<file path="config.mk">
export PLATFORM = sky130hd
export DESIGN_NAME = frame_buf_sched_flat
export DESIGN_NICKNAME = d
export VERILOG_FILES = /design/src/rtl/frame_buf_sched_if.sv /design/src/rtl/frame_buf_sched.sv /design/src/flat_wrapper.sv
export SDC_FILE = /design/constraint.sdc
export NUM_CORES = 1
export LEC_CHECK = 0
export ABC_CLOCK_PERIOD_IN_PS = 3600
export CAP_MARGIN = 20
export CORE_MARGIN = 3
export CORE_UTILIZATION = 48
export CTS_BUF_LIST = sky130_fd_sc_hd__clkbuf_16
export DETAILED_ROUTE_END_ITERATION = 8
export HOLD_SLACK_MARGIN = 0.12
export PLACE_DENSITY = 0.84
export SLEW_MARGIN = 20
export SYNTH_ARGS = -nofsm -noshare
export SYNTH_HDL_FRONTEND = slang
export SYNTH_SLANG_ARGS = --single-unit
</file>
<file path="constraint.sdc">
create_clock -name clk -period 3.6 [get_ports clk]
set_clock_uncertainty 0.1 [all_clocks]
set_input_delay 0.36 -clock clk [delete_from_list [all_inputs] [get_ports clk]]
set_output_delay 0.36 -clock clk [all_outputs]
set_load 0.1 [all_outputs]
</file>
<file path="src/rtl/frame_buf_sched_if.sv">
// Scheduler-side bus: pixel source handshake, display requests and frame buffer controls.
// With SCHED_DROP_CNT_EN defined the bus also carries the drop_cnt statistic.
interface frame_buf_sched_if #(
  parameter int OFS_WIDTH = 17
);
  logic                 frame_start;
  logic                 wr_valid;
  logic                 wr_ready;
  logic                 rd_req;
  logic                 rd_valid;
  logic                 frame_avail;
  logic                 wr_en_n;
  logic                 rd_en_n;
  logic [OFS_WIDTH:0]   wr_addr;
  logic [OFS_WIDTH:0]   rd_addr;
`ifdef SCHED_DROP_CNT_EN
  logic [15:0]          drop_cnt;
`endif

  modport master (
    output frame_start, wr_valid, rd_req,
    input  wr_ready, rd_valid, frame_avail, wr_en_n, rd_en_n, wr_addr, rd_addr
`ifdef SCHED_DROP_CNT_EN
    , input drop_cnt
`endif
  );

  modport slave (
    input  frame_start, wr_valid, rd_req,
    output wr_ready, rd_valid, frame_avail, wr_en_n, rd_en_n, wr_addr, rd_addr
`ifdef SCHED_DROP_CNT_EN
    , output drop_cnt
`endif
  );
endinterface

</file>
<file path="src/rtl/frame_buf_sched.sv">
// Ping-pong frame buffer scheduler: writer fills one bank while the reader drains the other.
// Optional SCHED_DROP_CNT_EN adds a saturating count of dropped pixels and discarded frames.
module frame_buf_sched #(
  parameter int FRAME_PIXELS = 76800,
  parameter int OFS_WIDTH    = 17
) (
  input  logic             clk,
  input  logic             reset,
  frame_buf_sched_if.slave bus
);
  typedef enum logic [1:0] {W_SYNC, W_FILL, W_WAIT} w_state_e;
  typedef enum logic       {R_IDLE, R_READ}         r_state_e;

  localparam logic [OFS_WIDTH-1:0] OFS_LAST = OFS_WIDTH'(FRAME_PIXELS - 1);

  w_state_e             w_state_q, w_state_d;
  r_state_e             r_state_q, r_state_d;
  logic [OFS_WIDTH-1:0] wr_ofs_q, wr_ofs_d, rd_ofs_q, rd_ofs_d, wr_ofs_cur;
  logic                 wr_bank_q, wr_bank_d, rd_bank_q, rd_bank_d;
  logic [1:0]           full_q, full_d;
  logic                 rd_valid_q, rd_valid_d;
  logic                 wr_acc, wr_set, wr_restart, rd_acc, rd_clr;

  always_ff @(posedge clk or negedge reset) begin
    if (!reset) begin
      w_state_q  <= W_SYNC;
      r_state_q  <= R_IDLE;
      wr_ofs_q   <= '0;
      rd_ofs_q   <= '0;
      wr_bank_q  <= 1'b0;
      rd_bank_q  <= 1'b0;
      full_q     <= '0;
      rd_valid_q <= 1'b0;
    end else begin
      w_state_q  <= w_state_d;
      r_state_q  <= r_state_d;
      wr_ofs_q   <= wr_ofs_d;
      rd_ofs_q   <= rd_ofs_d;
      wr_bank_q  <= wr_bank_d;
      rd_bank_q  <= rd_bank_d;
      full_q     <= full_d;
      rd_valid_q <= rd_valid_d;
    end
  end

  // A frame_start inside W_FILL restarts the frame; that cycle's pixel lands at offset 0.
  always_comb begin
    w_state_d  = w_state_q;
    wr_ofs_d   = wr_ofs_q;
    wr_bank_d  = wr_bank_q;
    wr_ofs_cur = wr_ofs_q;
    wr_acc     = 1'b0;
    wr_set     = 1'b0;
    wr_restart = 1'b0;
    case (w_state_q)
      W_SYNC: begin
        if (bus.frame_start) begin
          w_state_d = W_FILL;
          wr_ofs_d  = '0;
        end
      end
      W_FILL: begin
        wr_acc = bus.wr_valid;
        if (bus.frame_start) begin
          wr_ofs_cur = '0;
          wr_restart = (wr_ofs_q != '0);
        end
        wr_ofs_d = wr_ofs_cur;
        if (wr_acc) begin
          if (wr_ofs_cur == OFS_LAST) begin
            wr_set   = 1'b1;
            wr_ofs_d = '0;
            // Old full value on purpose: a same-cycle reader release costs one W_WAIT cycle.
            if (!full_q[~wr_bank_q]) begin
              wr_bank_d = ~wr_bank_q;
              w_state_d = W_SYNC;
            end else begin
              w_state_d = W_WAIT;
            end
          end else begin
            wr_ofs_d = wr_ofs_cur + OFS_WIDTH'(1);
          end
        end
      end
      W_WAIT: begin
        if (!full_q[~wr_bank_q]) begin
          wr_bank_d = ~wr_bank_q;
          w_state_d = W_SYNC;
        end
      end
      default: w_state_d = W_SYNC;
    endcase
  end

  always_comb begin
    r_state_d = r_state_q;
    rd_ofs_d  = rd_ofs_q;
    rd_bank_d = rd_bank_q;
    rd_acc    = 1'b0;
    rd_clr    = 1'b0;
    case (r_state_q)
      R_IDLE: if (full_q[rd_bank_q]) r_state_d = R_READ;
      R_READ: begin
        rd_acc = bus.rd_req;
        if (rd_acc) begin
          if (rd_ofs_q == OFS_LAST) begin
            rd_clr    = 1'b1;
            rd_ofs_d  = '0;
            rd_bank_d = ~rd_bank_q;
            r_state_d = R_IDLE;
          end else begin
            rd_ofs_d = rd_ofs_q + OFS_WIDTH'(1);
          end
        end
      end
      default: r_state_d = R_IDLE;
    endcase
  end

  // Writer and reader never own the same bank, so set and clear hit different bits.
  always_comb begin
    full_d = full_q;
    if (wr_set) full_d[wr_bank_q] = 1'b1;
    if (rd_clr) full_d[rd_bank_q] = 1'b0;
    rd_valid_d = rd_acc;
  end

  assign bus.wr_ready    = (w_state_q == W_FILL);
  assign bus.wr_en_n     = ~wr_acc;
  assign bus.wr_addr     = {wr_bank_q, wr_ofs_cur};
  assign bus.rd_en_n     = ~rd_acc;
  assign bus.rd_addr     = {rd_bank_q, rd_ofs_q};
  assign bus.rd_valid    = rd_valid_q;
  assign bus.frame_avail = full_q[rd_bank_q];

`ifdef SCHED_DROP_CNT_EN
  logic [15:0] drop_cnt_q, drop_cnt_d;
  logic        drop_inc;

  always_comb begin
    drop_inc   = (bus.wr_valid && (w_state_q != W_FILL)) || wr_restart;
    drop_cnt_d = drop_cnt_q;
    if (drop_inc && (drop_cnt_q != 16'hFFFF)) drop_cnt_d = drop_cnt_q + 16'd1;
  end

  always_ff @(posedge clk or negedge reset) begin
    if (!reset) drop_cnt_q <= '0;
    else        drop_cnt_q <= drop_cnt_d;
  end

  assign bus.drop_cnt = drop_cnt_q;
`endif
endmodule

</file>
<file path="src/flat_wrapper.sv">
// flat-port wrapper written by rule: the top's interface ports become plain ports
module frame_buf_sched_flat 
#(
  parameter int FRAME_PIXELS = 76800,
  parameter int OFS_WIDTH    = 17
)
  (clk, reset, bus_frame_start, bus_wr_valid, bus_rd_req, bus_wr_ready, bus_rd_valid, bus_frame_avail, bus_wr_en_n, bus_rd_en_n, bus_wr_addr, bus_rd_addr);
  frame_buf_sched_if #(.OFS_WIDTH(OFS_WIDTH)) bus_i ();
  input  logic clk;
  input  logic reset;
  input wire logic [$bits(bus_i.frame_start)-1:0] bus_frame_start;
  input wire logic [$bits(bus_i.wr_valid)-1:0] bus_wr_valid;
  input wire logic [$bits(bus_i.rd_req)-1:0] bus_rd_req;
  output wire logic [$bits(bus_i.wr_ready)-1:0] bus_wr_ready;
  output wire logic [$bits(bus_i.rd_valid)-1:0] bus_rd_valid;
  output wire logic [$bits(bus_i.frame_avail)-1:0] bus_frame_avail;
  output wire logic [$bits(bus_i.wr_en_n)-1:0] bus_wr_en_n;
  output wire logic [$bits(bus_i.rd_en_n)-1:0] bus_rd_en_n;
  output wire logic [$bits(bus_i.wr_addr)-1:0] bus_wr_addr;
  output wire logic [$bits(bus_i.rd_addr)-1:0] bus_rd_addr;
  assign bus_i.frame_start = bus_frame_start;
  assign bus_i.wr_valid = bus_wr_valid;
  assign bus_i.rd_req = bus_rd_req;
  assign bus_wr_ready = bus_i.wr_ready;
  assign bus_rd_valid = bus_i.rd_valid;
  assign bus_frame_avail = bus_i.frame_avail;
  assign bus_wr_en_n = bus_i.wr_en_n;
  assign bus_rd_en_n = bus_i.rd_en_n;
  assign bus_wr_addr = bus_i.wr_addr;
  assign bus_rd_addr = bus_i.rd_addr;
  frame_buf_sched #(.FRAME_PIXELS(FRAME_PIXELS), .OFS_WIDTH(OFS_WIDTH)) u_core (.clk(clk), .reset(reset), .bus(bus_i));
endmodule
</file>
=== Yosys cells after proc, flatten, opt, wreduce, memory -nomap -nowiden ===
Cells that the tools add are included.

* Register bits after elaboration: 42
* Latch bits: 0
* Memory bits (writable): 0
* Bits in read-only memories: 0
* Bits of input ports: 5
* Output and inout port bits: 41
* Logic and storage cells: 79
* Memories: 0

* Add/sub/neg operators: 2
* Multipliers: 0
* Divide/modulo/power cells: 0
* Order comparisons: 5
* Equality and inequality tests: 8
* Shifts and indexed selects: 0
* Mux-type cells: 39
* Bitwise gates (word level): 8
* Reduce and logical (&&, ||, !) cells: 9

{| class="wikitable"
|+ Operators with widths
! operator !! number
|-
| $mux W17 || 6
|-
| $add A17 B1 Y17 const B || 2
|-
| $eq A17 B17 Y1 const B || 2
|-
| $pmux W17 S2 || 1
|-
| $mux W1 || 20
|-
| $mux W2 || 7
|-
| $lt A1 B2 Y1 const B || 3
|-
| $ne A2 B2 Y1 const B || 3
|-
| $pmux W2 S3 || 1
|-
| $reduce_and A3 Y1 || 2
|-
| $not A1 Y1 || 5
|-
| $pmux W1 S2 || 2
|-
| $reduce_and A4 Y1 || 1
|-
| $reduce_bool A2 Y1 || 2
|-
| $and A2 B2 Y2 || 1
|-
| $demux W1 S1 || 2
|-
| $eq A2 B1 Y1 const B || 1
|-
| $eq A2 B2 Y1 const B || 1
|-
| $ge A1 B1 Y1 const B || 2
|-
| $logic_and A1 B1 Y1 || 2
|-
| $logic_not A2 Y1 || 1
|-
| $ne A2 B1 Y1 const B || 1
|-
| $not A2 Y2 || 1
|-
| $or A2 B2 Y2 || 1
|-
| $reduce_and A2 Y1 || 1
|}

=== Logic depth before layout (Yosys ltp) ===
* Depth after elaboration: 9
* Depth in mapped cells: 9
* Mapped depth without buffers: 7

=== Worst setup path before layout ===
No wires, ideal clock.

* Path kind: register -> output
* Start: reg u_core.w_state_q[0]
* End: out bus_wr_addr[15]
* Arrival time: 2650 ps
* Data required time: 3140 ps
* Setup slack: 490 ps
* Stages on the path, launching flop included: 3
* Path buffers: 0
* Path through: dfrtp_1 ha_1 a21oi_1

* Cells in the longest elaborated chain, start to end: 2

{| class="wikitable"
|+ Ends and longest elaborated chain
! what !! line !! source
|-
| from (decl) || frame_buf_sched.sv:16 || <nowiki>w_state_e w_state_q, w_state_d;</nowiki>
|-
| from (signal assigned) || frame_buf_sched.sv:35 || <nowiki>w_state_q <= w_state_d;</nowiki>
|-
| $eq A2 B1 Y1 || -- ||
|-
| named net bus_wr_ready || flat_wrapper.sv:14 || <nowiki>output wire logic [$bits(bus_i.wr_ready)-1:0] bus_wr_ready;</nowiki>
|-
| $mux W17 || frame_buf_sched.sv:55 || <nowiki>case (w_state_q)</nowiki>
|-
| to (decl) || flat_wrapper.sv:19 || <nowiki>output wire logic [$bits(bus_i.wr_addr)-1:0] bus_wr_addr;</nowiki>
|}

The timed path passes the listed nets, and every way through them passes these cells.

=== Final worst setup path ===
* Start: in bus_frame_start
* End: reg u_core.wr_ofs_q[11]

* Cells in the longest elaborated chain, start to end: 6
* Elaborated cells on any way between the ends: 7
* Classes of those cells: add/sub (1); eq/ne (1); mux (5)

{| class="wikitable"
|+ Ends and longest elaborated chain
! what !! line !! source
|-
| from (decl) || flat_wrapper.sv:11 || <nowiki>input wire logic [$bits(bus_i.frame_start)-1:0] bus_frame_start;</nowiki>
|-
| $mux W17 * || frame_buf_sched.sv:64 || <nowiki>if (bus.frame_start) begin</nowiki>
|-
| $mux W17 || frame_buf_sched.sv:55 ||
|-
| $add A17 B1 Y17 / $eq A17 B17 Y1 (equally long branches) || frame_buf_sched.sv:81, frame_buf_sched.sv:70 ||
|-
| $mux W17 || frame_buf_sched.sv:70 || <nowiki>if (wr_ofs_cur == OFS_LAST) begin</nowiki>
|-
| $mux W17 || frame_buf_sched.sv:69 || <nowiki>if (wr_acc) begin</nowiki>
|-
| $pmux W17 S2 * || frame_buf_sched.sv:55 ||
|-
| to (signal assigned) || frame_buf_sched.sv:37 || <nowiki>wr_ofs_q <= wr_ofs_d;</nowiki>
|-
| to (decl) || frame_buf_sched.sv:18 || <nowiki>logic [OFS_WIDTH-1:0] wr_ofs_q, wr_ofs_d, rd_ofs_q, rd_ofs_d, wr_ofs_cur;</nowiki>
|}

Mark *: on every way between the ends. The rest lies on a longest branch, timed or not. The select of a mux whose other input is x is not followed.
A chain may end at the register's enable or synchronous reset.

==> flow_results.xml <==
<?xml version="1.0" encoding="UTF-8"?>
<metrics>
  <group name="outcome">
    <metric name="outcome" unit="">completed</metric>
  </group>
  <group name="grt">
    <metric name="globalRoute.totalOverflow" unit="">0</metric>
    <metric name="globalRouteTotalUtil" unit="%">20.0</metric>
    <metric name="first_global_vias" unit="">2044</metric>
    <metric name="grt_start_max_net_pins" unit="">43</metric>
    <metric name="first_pass_grt_wire_length" unit="um">9760</metric>
    <metric name="grt_antenna_before_repair" unit="">0</metric>
  </group>
  <group name="layout">
    <metric name="finalNonFillerCells" unit="">368</metric>
    <metric name="layout-drive-gt1-share" unit="%">14.6</metric>
    <metric name="flow.area_growth_from_synthesis" unit="%">23.9</metric>
    <metric name="nets" unit="">310</metric>
    <metric name="layout.filler_cells" unit="">416</metric>
    <metric name="antenna_cells" unit="">0</metric>
  </group>
  <group name="sta">
    <metric name="period_share" unit="%">72.8</metric>
    <metric name="finalSetupTns" unit="ns">0</metric>
    <metric name="max_clock_freq" unit="MHz">382</metric>
    <metric name="fin_crit" unit="ns">2.62</metric>
    <metric name="grt_setup_unrepaired" unit="">false</metric>
    <metric name="timing_worst_slew_pin_value" unit="ns">0.999</metric>
    <metric name="slew_violations" unit="">0</metric>
    <metric name="hold-worst-slack" unit="ns">0.118</metric>
    <metric name="final-setup-viol-count" unit="">0</metric>
    <metric name="worst_slew_margin_rel" unit="%">33.2</metric>
    <metric name="final_hold_violation_count" unit="">0</metric>
  </group>
  <group name="yosys">
    <metric name="postSynthAreaPerCell" unit="um2">9.40</metric>
    <metric name="synth.lib_cells_used.distinct" unit="">51</metric>
    <metric name="synth-edff-count" unit="">0</metric>
    <metric name="post_synthesis_cell_count" unit="">256</metric>
    <metric name="synth_seq_cells" unit="">42</metric>
    <metric name="syn_nets" unit="">266</metric>
    <metric name="synth.cell_area" unit="um2">2410</metric>
    <metric name="synth_sequential_area_ratio" unit="%">43.7</metric>
    <metric name="synth.yosys.warnings" unit="">0</metric>
    <metric name="yosys_most_used_dff" unit="">sky130_fd_sc_hd__dfrtp_1</metric>
    <metric name="ys_async_sr_fraction" unit="%">100</metric>
  </group>
  <group name="detailed_routing">
    <metric name="dr_total_vias" unit="">2098</metric>
    <metric name="detailedRoute.firstPassIterationCount" unit="">4</metric>
    <metric name="route.detailed.wl_per_inst" unit="um">15.6</metric>
    <metric name="via_per_inst" unit="">5.70</metric>
    <metric name="route.antenna.remaining_nets" unit="">0</metric>
    <metric name="drt_drc_violations_left" unit="">0</metric>
    <metric name="detail_route.iter0.violations" unit="">214</metric>
    <metric name="drt-total-wl" unit="um">5730</metric>
  </group>
  <group name="pwr">
    <metric name="peakVddDrop" unit="V">0.000705</metric>
    <metric name="p_total" unit="uW">1810</metric>
    <metric name="power_density" unit="nW/um2">608</metric>
    <metric name="leakage" unit="uW">0.00129</metric>
  </group>
  <group name="clock_network">
    <metric name="insertion_delay" unit="ns">0.28</metric>
    <metric name="cts.clk_slew.worst_paths" unit="ns">0.06</metric>
    <metric name="postCtsHoldBufs" unit="">0</metric>
    <metric name="cts_inserted_buffers" unit="">5</metric>
    <metric name="h-tree-depth" unit="">2</metric>
    <metric name="clock_sink_count" unit="">42</metric>
    <metric name="ctsRootBufferMaster" unit="">sky130_fd_sc_hd__clkbuf_16</metric>
    <metric name="clock_tree.buffer_depth" unit="">2</metric>
    <metric name="tritoncts_clock_tree" unit="">done</metric>
    <metric name="cts_resized" unit="">0</metric>
    <metric name="cts_setup_buffers" unit="">0</metric>
  </group>
  <group name="die">
    <metric name="die_area" unit="um2">5900</metric>
    <metric name="ioPinCount" unit="">46</metric>
    <metric name="initial_standard_cell_utilization_of_the_core" unit="%">50.3</metric>
    <metric name="core.rowCount" unit="">25</metric>
    <metric name="dieHeight" unit="um">76.8</metric>
    <metric name="core_region_area" unit="um2">4790</metric>
    <metric name="die_x" unit="um">76.8</metric>
  </group>
  <group name="placement">
    <metric name="io_buffer_count" unit="">45</metric>
    <metric name="hpwl" unit="um">4100</metric>
    <metric name="placedCellCount" unit="">360</metric>
    <metric name="globalplace.congestion" unit="">0.864</metric>
  </group>
  <group name="setup_path">
    <metric name="cp_data_required_time" unit="ns">3.66</metric>
    <metric name="critPathLaunchType" unit="">input pin</metric>
    <metric name="crit_arrival" unit="ns">2.68</metric>
    <metric name="cp_max_fo" unit="">7</metric>
    <metric name="timing.critical_path.from" unit="">bus_frame_start</metric>
    <metric name="cp-end-kind" unit="">flip-flop</metric>
    <metric name="r2r_setup_slack" unit="ns">1.15</metric>
    <metric name="critical_path_class" unit="">in2reg</metric>
    <metric name="crit-reg2reg-capture" unit="">u_core.wr_ofs_q[11]</metric>
    <metric name="worst-r2r-cell-count" unit="">7</metric>
    <metric name="crit-reg2reg-launch" unit="">u_core.w_state_q[1]</metric>
  </group>
  <group name="run">
    <metric name="max_cap_viol_count" unit="">0</metric>
  </group>
  <group name="worst_hold_path">
    <metric name="min_path_type" unit="">in2async</metric>
  </group>
</metrics>
-- sequential cells by signal, summed over array words and instances, names as in the netlist --
| register | flops |
|---|---|
| u_core.rd_ofs_q | 17 |
| u_core.wr_ofs_q | 17 |
| u_core.full_q | 2 |
| u_core.w_state_q | 2 |
| u_core.bus.rd_valid | 1 |
| u_core.r_state_q | 1 |
| u_core.rd_bank_q | 1 |
| u_core.wr_bank_q | 1 |
-- final cells by class --
type                       instances  area (um2)  area share (%)
multi-input combinational        195        1270            42.5
sequential                        42        1050            35.3
timing repair buffer              47         408            13.7
clock buffer                       5         125            4.20
tap                               67        83.8            2.81
inverter                           9        33.8            1.13
clock inverter                     3        12.5           0.420
-- logic make-up after synthesis --
kind of cell | count (synthesis) | synth area share [%]
AOI/OAI and AO/OA | 49 | 12.9
buffers and inverters | 19 | 3.69
adders and majority gates | 5 | 2.60
DFF | 42 | 43.7
xor gates and xnor gates | 15 | 5.46
muxes | 7 | 3.17
and+or+nand+nor | 119 | 28.5
-- through the flow --
step	setup WS (ns)	cell area, um2	util, %
after global placement	0.816	2840	59.4
after floorplan	0.490	2410	-
after detailed placement	0.723	2840	59.4
after CTS	1.00	2980	62.3
after global routing	0.785	2980	62.3
final	0.980	2980	62.3
-- cell usage after synthesis (all sizes together), types with 3 or more instances --
| cell | count | area share (%) |
|---|---|---|
| xor2 | 7 | 2.5 |
| and3 | 6 | 1.6 |
| buf | 5 | 1.5 |
| a31oi | 6 | 1.6 |
| nand2 | 25 | 3.9 |
| o21ai | 12 | 2.5 |
| or2 | 3 | 0.78 |
| clkbuf | 5 | 0.78 |
| nor4 | 5 | 1.9 |
| nand4 | 9 | 2.3 |
| a21oi | 15 | 3.1 |
| nand3 | 13 | 3.2 |
| nor3 | 6 | 1.2 |
| mux2i | 5 | 2.1 |
| o21a | 3 | 0.94 |
| ha | 5 | 2.6 |
| inv | 9 | 1.4 |
| and2 | 17 | 4.5 |
| dfrtp | 42 | 44 |
| nor2b | 5 | 1.3 |
| xnor2 | 8 | 2.9 |
| nor2 | 18 | 3.1 |
-- report_power, final --
group          total (uW)  internal [uW]  leakage (uW)  switching [uW]
sequential            595            527      0.000557            68.2
combinational         795            182      0.000658             613
clock                 422            251     0.0000724             172
-- metal layers --
layer | global-route usage (%) | vias to the layer above | part of all wire, %
met1 | 27.6 | 1015 | 48
met4 | 6.88 | 0 | 0.40
met5 | 0 | - | 0
met3 | 3.05 | 4 | 4.7
li1 | - | 1008 | -
met2 | 32.1 | 71 | 47
-- cell usage in the layout (no fill, tap or decap), types with 8 or more instances in the layout --
master	instances
sky130_fd_sc_hd__nand4_1	9
sky130_fd_sc_hd__inv_1	10
sky130_fd_sc_hd__buf_4	23
sky130_fd_sc_hd__dfrtp_1	42
sky130_fd_sc_hd__nand2_1	25
sky130_fd_sc_hd__xnor2_1	8
sky130_fd_sc_hd__and2_1	16
sky130_fd_sc_hd__o21ai_0	12
sky130_fd_sc_hd__nand3_1	12
sky130_fd_sc_hd__nor2_1	17
sky130_fd_sc_hd__a21oi_1	15
sky130_fd_sc_hd__clkdlybuf4s50_1	23
-- worst max path at each step --
stage	to	slack, ns	depth (start not counted)
2_1_floorplan	bus_wr_addr[15]	0.49	2
3_3_place_gp	u_core.wr_ofs_q[11]	0.82	8
3_5_place_dp	u_core.wr_ofs_q[11]	0.72	8
4_1_cts	u_core.wr_ofs_q[11]	1.00	8
5_1_grt	u_core.wr_ofs_q[7]	0.79	8
6_report	u_core.wr_ofs_q[11]	0.98	8
-- worst max-delay path, stage by stage --
cell and delay (ns):
sky130_fd_sc_hd__clkdlybuf4s50_1 0.46, sky130_fd_sc_hd__nor2b_1 0.27, sky130_fd_sc_hd__ha_1 0.28, sky130_fd_sc_hd__nand3_4 0.15, sky130_fd_sc_hd__or4_4 0.60, sky130_fd_sc_hd__nor2_4 0.21
sky130_fd_sc_hd__o31ai_2 0.10, sky130_fd_sc_hd__mux2_4 0.26
Note: power is estimated with default switching activity, not from simulation.
